### src/rtl/adder_axis_pkg.sv
// Shared definitions for the N-channel AXI-Stream adder: output mode constants
// and the output width rule.
package adder_axis_pkg;

  localparam int SAT_OFF = 0;
  localparam int SAT_ON  = 1;

  function automatic int out_width(input int width, input int n_ch, input int sat);
    return (sat == SAT_ON) ? width : width + $clog2(n_ch);
  endfunction

endpackage

### src/rtl/axis_fifo_sync.sv
// Single-clock FIFO with registered occupancy count; one instance per input
// channel of the adder.
module axis_fifo_sync #(
  parameter int WIDTH = 8,
  parameter int DEPTH = 4
) (
  input  logic             aclk,
  input  logic             aresetn,
  input  logic             push,
  input  logic             pop,
  input  logic [WIDTH-1:0] din,
  output logic [WIDTH-1:0] dout,
  output logic             full,
  output logic             empty
);

  localparam int PTR_W = $clog2(DEPTH);
  localparam int CNT_W = PTR_W + 1;

  logic [WIDTH-1:0] mem [DEPTH];
  logic [PTR_W-1:0] wr_ptr;
  logic [PTR_W-1:0] rd_ptr;
  logic [CNT_W-1:0] count;
  logic             do_push;
  logic             do_pop;

  assign full    = (count == CNT_W'(DEPTH));
  assign empty   = (count == '0);
  assign do_push = push && !full;
  assign do_pop  = pop && !empty;
  assign dout    = mem[rd_ptr];

  // NOTE: sequential state uses non-blocking assignments so every flop samples
  // pre-edge values regardless of process ordering.
  always_ff @(posedge aclk or posedge aresetn) begin
    if (aresetn) begin
      wr_ptr <= '0;
      rd_ptr <= '0;
      count  <= '0;
    end else begin
      // Pointers are PTR_W wide, so they wrap modulo DEPTH on their own.
      if (do_push) wr_ptr <= wr_ptr + PTR_W'(1);
      if (do_pop)  rd_ptr <= rd_ptr + PTR_W'(1);
      case ({do_push, do_pop})
        2'b10:   count <= count + CNT_W'(1);
        2'b01:   count <= count - CNT_W'(1);
        default: count <= count;
      endcase
    end
  end

  // NOTE: storage is deliberately not reset; entries are only ever read when
  // the count says they were written, so clearing them would buy nothing.
  always_ff @(posedge aclk) begin
    if (do_push) mem[wr_ptr] <= din;
  end

endmodule

### src/rtl/adder_axis_multi.sv
// N-channel AXI-Stream adder: per-channel FIFOs, lock-step pop of one beat per
// channel, optional saturation, registered output with backpressure.
module adder_axis_multi
  import adder_axis_pkg::*;
#(
  parameter int  N_CH  = 2,
  parameter int  WIDTH = 8,
  parameter int  DEPTH = 4,
  parameter int  SAT   = 0,
  localparam int OUT_W = out_width(WIDTH, N_CH, SAT)
) (
  input  logic                  aclk,
  input  logic                  aresetn,
  input  logic [N_CH*WIDTH-1:0] data_i_tdata,
  input  logic [N_CH-1:0]       data_i_tvalid,
  output logic [N_CH-1:0]       data_i_tready,
  output logic [OUT_W-1:0]      data_o_tdata,
  output logic                  data_o_tvalid,
  input  logic                  data_o_tready,
  output logic                  data_o_tuser
);

  localparam int SUM_W = WIDTH + $clog2(N_CH);
  localparam logic [SUM_W-1:0] MAX_OUT = SUM_W'({WIDTH{1'b1}});

  logic             in_en;
  logic [N_CH-1:0]  full;
  logic [N_CH-1:0]  empty;
  logic [N_CH-1:0]  push;
  logic [WIDTH-1:0] head [N_CH];
  logic             pop;
  logic [SUM_W-1:0] sum;
  logic [OUT_W-1:0] result;
  logic             sat_flag;

  // Holds tready low through reset and releases it on the first edge after.
  always_ff @(posedge aclk or posedge aresetn) begin
    if (aresetn) in_en <= 1'b0;
    else         in_en <= 1'b1;
  end

  assign data_i_tready = in_en ? ~full : '0;
  assign push          = data_i_tvalid & data_i_tready;
  assign pop           = (&(~empty)) && (!data_o_tvalid || data_o_tready);

  for (genvar c = 0; c < N_CH; c++) begin : g_ch
    axis_fifo_sync #(
      .WIDTH (WIDTH),
      .DEPTH (DEPTH)
    ) u_fifo (
      .aclk    (aclk),
      .aresetn (aresetn),
      .push    (push[c]),
      .pop     (pop),
      .din     (data_i_tdata[c*WIDTH +: WIDTH]),
      .dout    (head[c]),
      .full    (full[c]),
      .empty   (empty[c])
    );
  end

  // NOTE: every always_comb output gets a default before any conditional
  // update, so no path leaves it unassigned and no latch is inferred.
  always_comb begin
    sum = '0;
    for (int c = 0; c < N_CH; c++) sum = sum + SUM_W'(head[c]);
  end

  always_comb begin
    sat_flag = 1'b0;
    result   = sum[OUT_W-1:0];
    if (SAT == SAT_ON && sum > MAX_OUT) begin
      sat_flag = 1'b1;
      result   = '1;
    end
  end

  always_ff @(posedge aclk or posedge aresetn) begin
    if (aresetn) begin
      data_o_tdata  <= '0;
      data_o_tuser  <= 1'b0;
      data_o_tvalid <= 1'b0;
    end else if (pop) begin
      data_o_tdata  <= result;
      data_o_tuser  <= sat_flag;
      data_o_tvalid <= 1'b1;
    end else if (data_o_tready) begin
      data_o_tvalid <= 1'b0;
    end
  end

endmodule

### config.mk
export PLATFORM = sky130hd
export DESIGN_NAME = adder_axis_multi
export DESIGN_NICKNAME = d
export VERILOG_FILES = /design/src/rtl/adder_axis_pkg.sv /design/src/rtl/axis_fifo_sync.sv /design/src/rtl/adder_axis_multi.sv
export SDC_FILE = /design/constraint.sdc
export NUM_CORES = 1
export LEC_CHECK = 0
export BUFFER_PORTS_ARGS = -buffer_cell sky130_fd_sc_hd__buf_2
export CORE_UTILIZATION = 25
export CTS_BUF_LIST = sky130_fd_sc_hd__clkbuf_4 sky130_fd_sc_hd__clkbuf_8 sky130_fd_sc_hd__clkbuf_16
export CTS_CLUSTER_DIAMETER = 100
export CTS_CLUSTER_SIZE = 40
export DETAILED_ROUTE_END_ITERATION = 8
export GPL_TIMING_DRIVEN = 0
export MAX_ROUTING_LAYER = met4
export PLACE_DENSITY = 0.52
export SYNTH_ARGS = -nofsm -noshare
export SYNTH_HDL_FRONTEND = slang
export SYNTH_HIERARCHICAL = 1
export SYNTH_SLANG_ARGS = --single-unit
### constraint.sdc
create_clock -name aclk -period 3.3 [get_ports aclk]
set_input_delay 0.495 -clock aclk [delete_from_list [all_inputs] [get_ports aclk]]
set_output_delay 0.495 -clock aclk [all_outputs]
set_load 0.02 [all_outputs]
* After elaboration in Yosys (flattened, before gate mapping) *
Memories as Yosys holds them, arrays and structs flattened.
Index checks and enable logic that the tools add are counted.

word-level totals
  bits in registers = 25
  bits in latches = 0
  RAM bits = 64
  bits in read-only memories = 0
  input bits = 21
  output and inout port bits = 13
  logic and storage cells = 55
  memories = 2

memories
  name                depth  bits a word  read ports  clocked after Yosys merged registers in  write ports  line                  source
  g_ch[0].u_fifo.mem  4      8            1           0                                        1            axis_fifo_sync.sv:20  logic [WIDTH-1:0] mem [DEPTH];
  g_ch[1].u_fifo.mem  4      8            1           0                                        1            axis_fifo_sync.sv:20

cells by class
  add/sub/neg operators = 9
  multiply operators = 0
  divide/modulo/power cells = 0
  magnitude comparators = 0
  equal/unequal tests = 6
  shift operators = 0
  multiplexer cells = 9
  bitwise gates (word level) = 3
  reductions and logical operators = 17

operators by type and width
  cell                 count
  $pmux 3 s2           2
  $add 8x8->9          1
  $add 2x1->2 const B  4
  $add 3x1->3 const B  2
  $eq 3x3->1 const B   2
  $logic_not 3->1      2
  $mux 1               6
  $reduce_bool 2->1    3
  $sub 3x1->3 const B  2
  $logic_and 1x1->1    5
  $logic_not 1->1      5
  $eq 2x1->1 const B   2
  $eq 2x2->1 const B   2
  $not 2->2            2
  $and 2x2->2          1
  $mux 2               1
  $reduce_and 2->1     1
  $logic_or 1x1->1     1

* Longest topological paths before layout *
  depth after elaboration = 7
  depth in mapped cells = 11
  mapped depth without buffers = 11

* Hierarchy *
The synthesis kept the hierarchy.

modules (own cells, without submodules)
  module            times used  cells an instance  area an instance (um^2)  sequential area each (um^2)
  axis_fifo_sync    2           80                 1,596.5                  1,136.1
  adder_axis_multi  1           88                 810.8                    275.3

* Least setup slack after synthesis *
No wires, ideal clock.

  path type = reg-to-reg
  from = register g_ch[1].u_fifo.rd_ptr[0]
  to = register data_o_tdata[6]
  library setup time = 95 ps
  arrival = 2,510 ps
  required time = 3,205 ps
  slack = 695 ps
  cell stages (with the launch flop) = 9
  buffers on the path = 1
  period minus slack after synthesis = 2,605 ps
  cells stage by stage = dfrtp_1 > buf_2 > mux4_2 > ha_1 > fa_1 > a211oi_2 > nor2_1 > o31a_1 > o31ai_1

RTL lines
  item                    line                    source
  from (decl)             axis_fifo_sync.sv:22    logic [PTR_W-1:0] rd_ptr;
  from (signal assigned)  axis_fifo_sync.sv:43    if (do_pop) rd_ptr <= rd_ptr + PTR_W'(1);
  to (signal assigned)    adder_axis_multi.sv:84  data_o_tdata <= result;
  to (decl)               adder_axis_multi.sv:17  output logic [OUT_W-1:0] data_o_tdata,

==> flow_summary.ini <==
[floorplanning]
start_util_pct = 26.0
die_w_um = 129
rows = 45
core_region_area_um2 = 15400
die_h_um = 129
die_area_um2 = 16500
io_pins = 34

[clocking]
clockBufferDepth = 2
cts_tree = yes
cts_buffers = 9
cts_sinks = 89
root_buffer = clkbuf_16
clk_latency_ns = 0.34
clk_pin_slew_ns = 0.07
postCtsResizedCells = 0
htreeDepth = 3
hold_buffers = 0
postCtsSetupBuffers = 0

[cells_and_area]
multi_input_area_um2 = 1360
fill_cells = 1568
final_cell_mix = edfxtp_1, buf_2, dfrtp_1
syn_to_final_growth_pct = 18.1
antennaDiodeCount = 0
final_common_cell = edfxtp_1
fin_util_pct = 30.7
drive_gt1_share_pct = 30.4
nNetsFinal = 333
ff_latch_area_um2 = 2550
fin_cells = 507

[detailed_routing]
viasPerCell = 4.11
ant_nets = 0
first_pass_iters = 4
drtIter0Drc = 130
routed_wl_mm = 7.30
wl_per_cell_um = 14.4
vias = 2084
drc = 0

[worst_setup_path]
endpoint_kind = flop
cpMaxStageDelayCell = clkbuf_1
cp_top_family = compound AO/OA/AOI/OAI gates
slowest_delay_ns = 0.48
path_max_fanout = 9
reg2reg_slack_ns = 0.42
crit_type = reg2reg
worstSetupStartpointType = flop
required_ns = 3.55
cp_num_buf_inv = 1
arrival_ns = 3.13
cp_cell_sequence = clkbuf_1 -> mux4_2 -> ha_1 -> fa_1 -> a211oi_2 -> nor2_1 -> o31a_1 -> o31ai_1

[power]
ir_worst_vdd_mv = 0.348
p_leak_nw = 1.80
p_per_area_nw_per_um2 = 987

[yosys]
synth.top_cell.area_share_pct = 48.0
postSynth.asyncResetShare_pct = 28.1
yosys.cell_types.count = 50
synth-edff-count = 64
avgSynthCellArea_um2 = 16.1
yosys.area.top_type = edfxtp_1
ys.warnings.count = 6
synth_area_leaders = edfxtp_1, dfrtp_1, mux4_2
synthFlopType = edfxtp_1
synth_nets = 290
synth_seq_cells = 89
postSynthCellCount = 248
yosysSeqAreaShare_pct = 63.6
synthesis.area_um2 = 4000

[timing]
fmax_ghz = 0.347
fin_crit_ns = 2.88
post-route-period-util_pct = 87.4
slew_violations = 0
skew_ns = 0.0113
maxSlewHeadroom_pct = 58.1
hold_violations = 0
setup_viol = 0
tns_ns = 0
rsz0062_at_grt = no
tightest_slew_ns = 0.629

[global_routing]
antenna_found_initial = 0
grt_max_degree = 17
gr-total-overflow = 0
grt_pass1_vias = 2241
track_usage_pct = 10.3
grt_pass1_wl_mm = 12.1

[outcome]
status = finished, final reports clean

[placed_design]
portBuffers = 32
dp_cells = 491
dp_hpwl_mm = 5.31
gp_congestion = 0.727

[run]
cap_viol_max_count = 0

[worst_hold_path]
hp-class = in2async
==> final timing paths <==
| kind | from | end | cells after the start |
|---|---|---|---|
| min in group aclk | data_i_tdata[3] | g_ch[0].u_fifo/mem[0][3] | 1 |
| worst min register to register | data_o_tdata[2] | data_o_tdata[2] | 2 |
| worst max-delay path | g_ch[1].u_fifo/rd_ptr[1] | data_o_tdata[6] | 8 |
| worst max register to register | g_ch[1].u_fifo/rd_ptr[1] | data_o_tdata[6] | 8 |
| max in group asynchronous | aresetn | data_o_tdata[8] | 2 |
| worst min-delay path | aresetn | g_ch[1].u_fifo/count[0] | 2 |
==> stage by stage <==
stage	setup WS [ns]	hold WS (ns)	area (um2)	power, W
final	0.417	0.0990	4730	0.00467
after global routing	0.242	0.116	4730	0.00503
after CTS	0.399	0.101	4730	0.00473
after detailed placement	0.401	0.462	4430	0.00368
after global placement	0.411	0.460	4430	0.00364
after floorplan	0.695	0.298	4000	0.00319
==> cells by family (layout without fill, tap and decap cells) <==
family	after synthesis	after routing	synth area share [%]
xor gates and xnor gates	14	14	3.06
DFF	89	89	63.6
buffers and inverters	23	71	2.34
muxes	20	20	10.3
and+or+nand+nor	52	52	8.16
AOI/OAI and AO/OA	27	27	5.25
adders and majority gates	21	21	7.13
other	2	2	0.188
==> sequential cells by signal, indices dropped and copies added, names as in the netlist <==
signal / count
in_en: 1
g_ch.u_fifo/rd_ptr: 4
g_ch.u_fifo/wr_ptr: 4
g_ch.u_fifo/count: 6
data_o_tdata: 9
data_o_tvalid: 1
g_ch.u_fifo/mem: 64
==> worst register-to-register path, stage by stage, from the launching register on <==
cell and delay, ns:
dfrtp_1 0.32, clkbuf_1 0.48, mux4_2 0.43, ha_1 0.26, fa_1 0.44, a211oi_2 0.27, nor2_1 0.12, o31a_1 0.25
o31ai_1 0.23
==> layer usage <==
layer / GRT usage [%] / vias to the layer above / wire (um)
met5: - / - / 0
met4: 3.74 / 0 / 104
met3: 2.62 / 9 / 267
met2: 15.2 / 38 / 3360
met1: 13.6 / 1031 / 3560
li1: - / 1006 / -
==> where the power goes <==
| group | switching [W] | total, W | leakage, nW | internal [W] |
|---|---|---|---|---|
| Sequential | 0.000148 | 0.00161 | 0.873 | 0.00146 |
| Combinational | 0.00113 | 0.00203 | 0.774 | 0.000908 |
| Clock | 0.000430 | 0.00102 | 0.150 | 0.000595 |
==> final cells by class <==
class,instances,area share [%]
plain buffers,6,0.635
well taps,211,5.58
multi-input cells,136,28.8
clock inverters,7,1.61
inverters,17,1.35
repair buffers,32,3.39
clock buffers,9,4.76
flip-flops and latches,89,53.9
==> synth_stat cells, types with 3 or more instances <==
master	instances
and2_2	8
buf_2	3
dfrtp_1	25
edfxtp_1	64
fa_1	3
ha_1	18
inv_1	16
mux4_2	16
nand2_1	14
nand4_1	3
nor2_1	7
nor2b_1	4
o21ai_0	3
o31ai_1	3
xnor2_1	7
xor2_1	7
No activity file was read; power rests on OpenSTA's default activity.
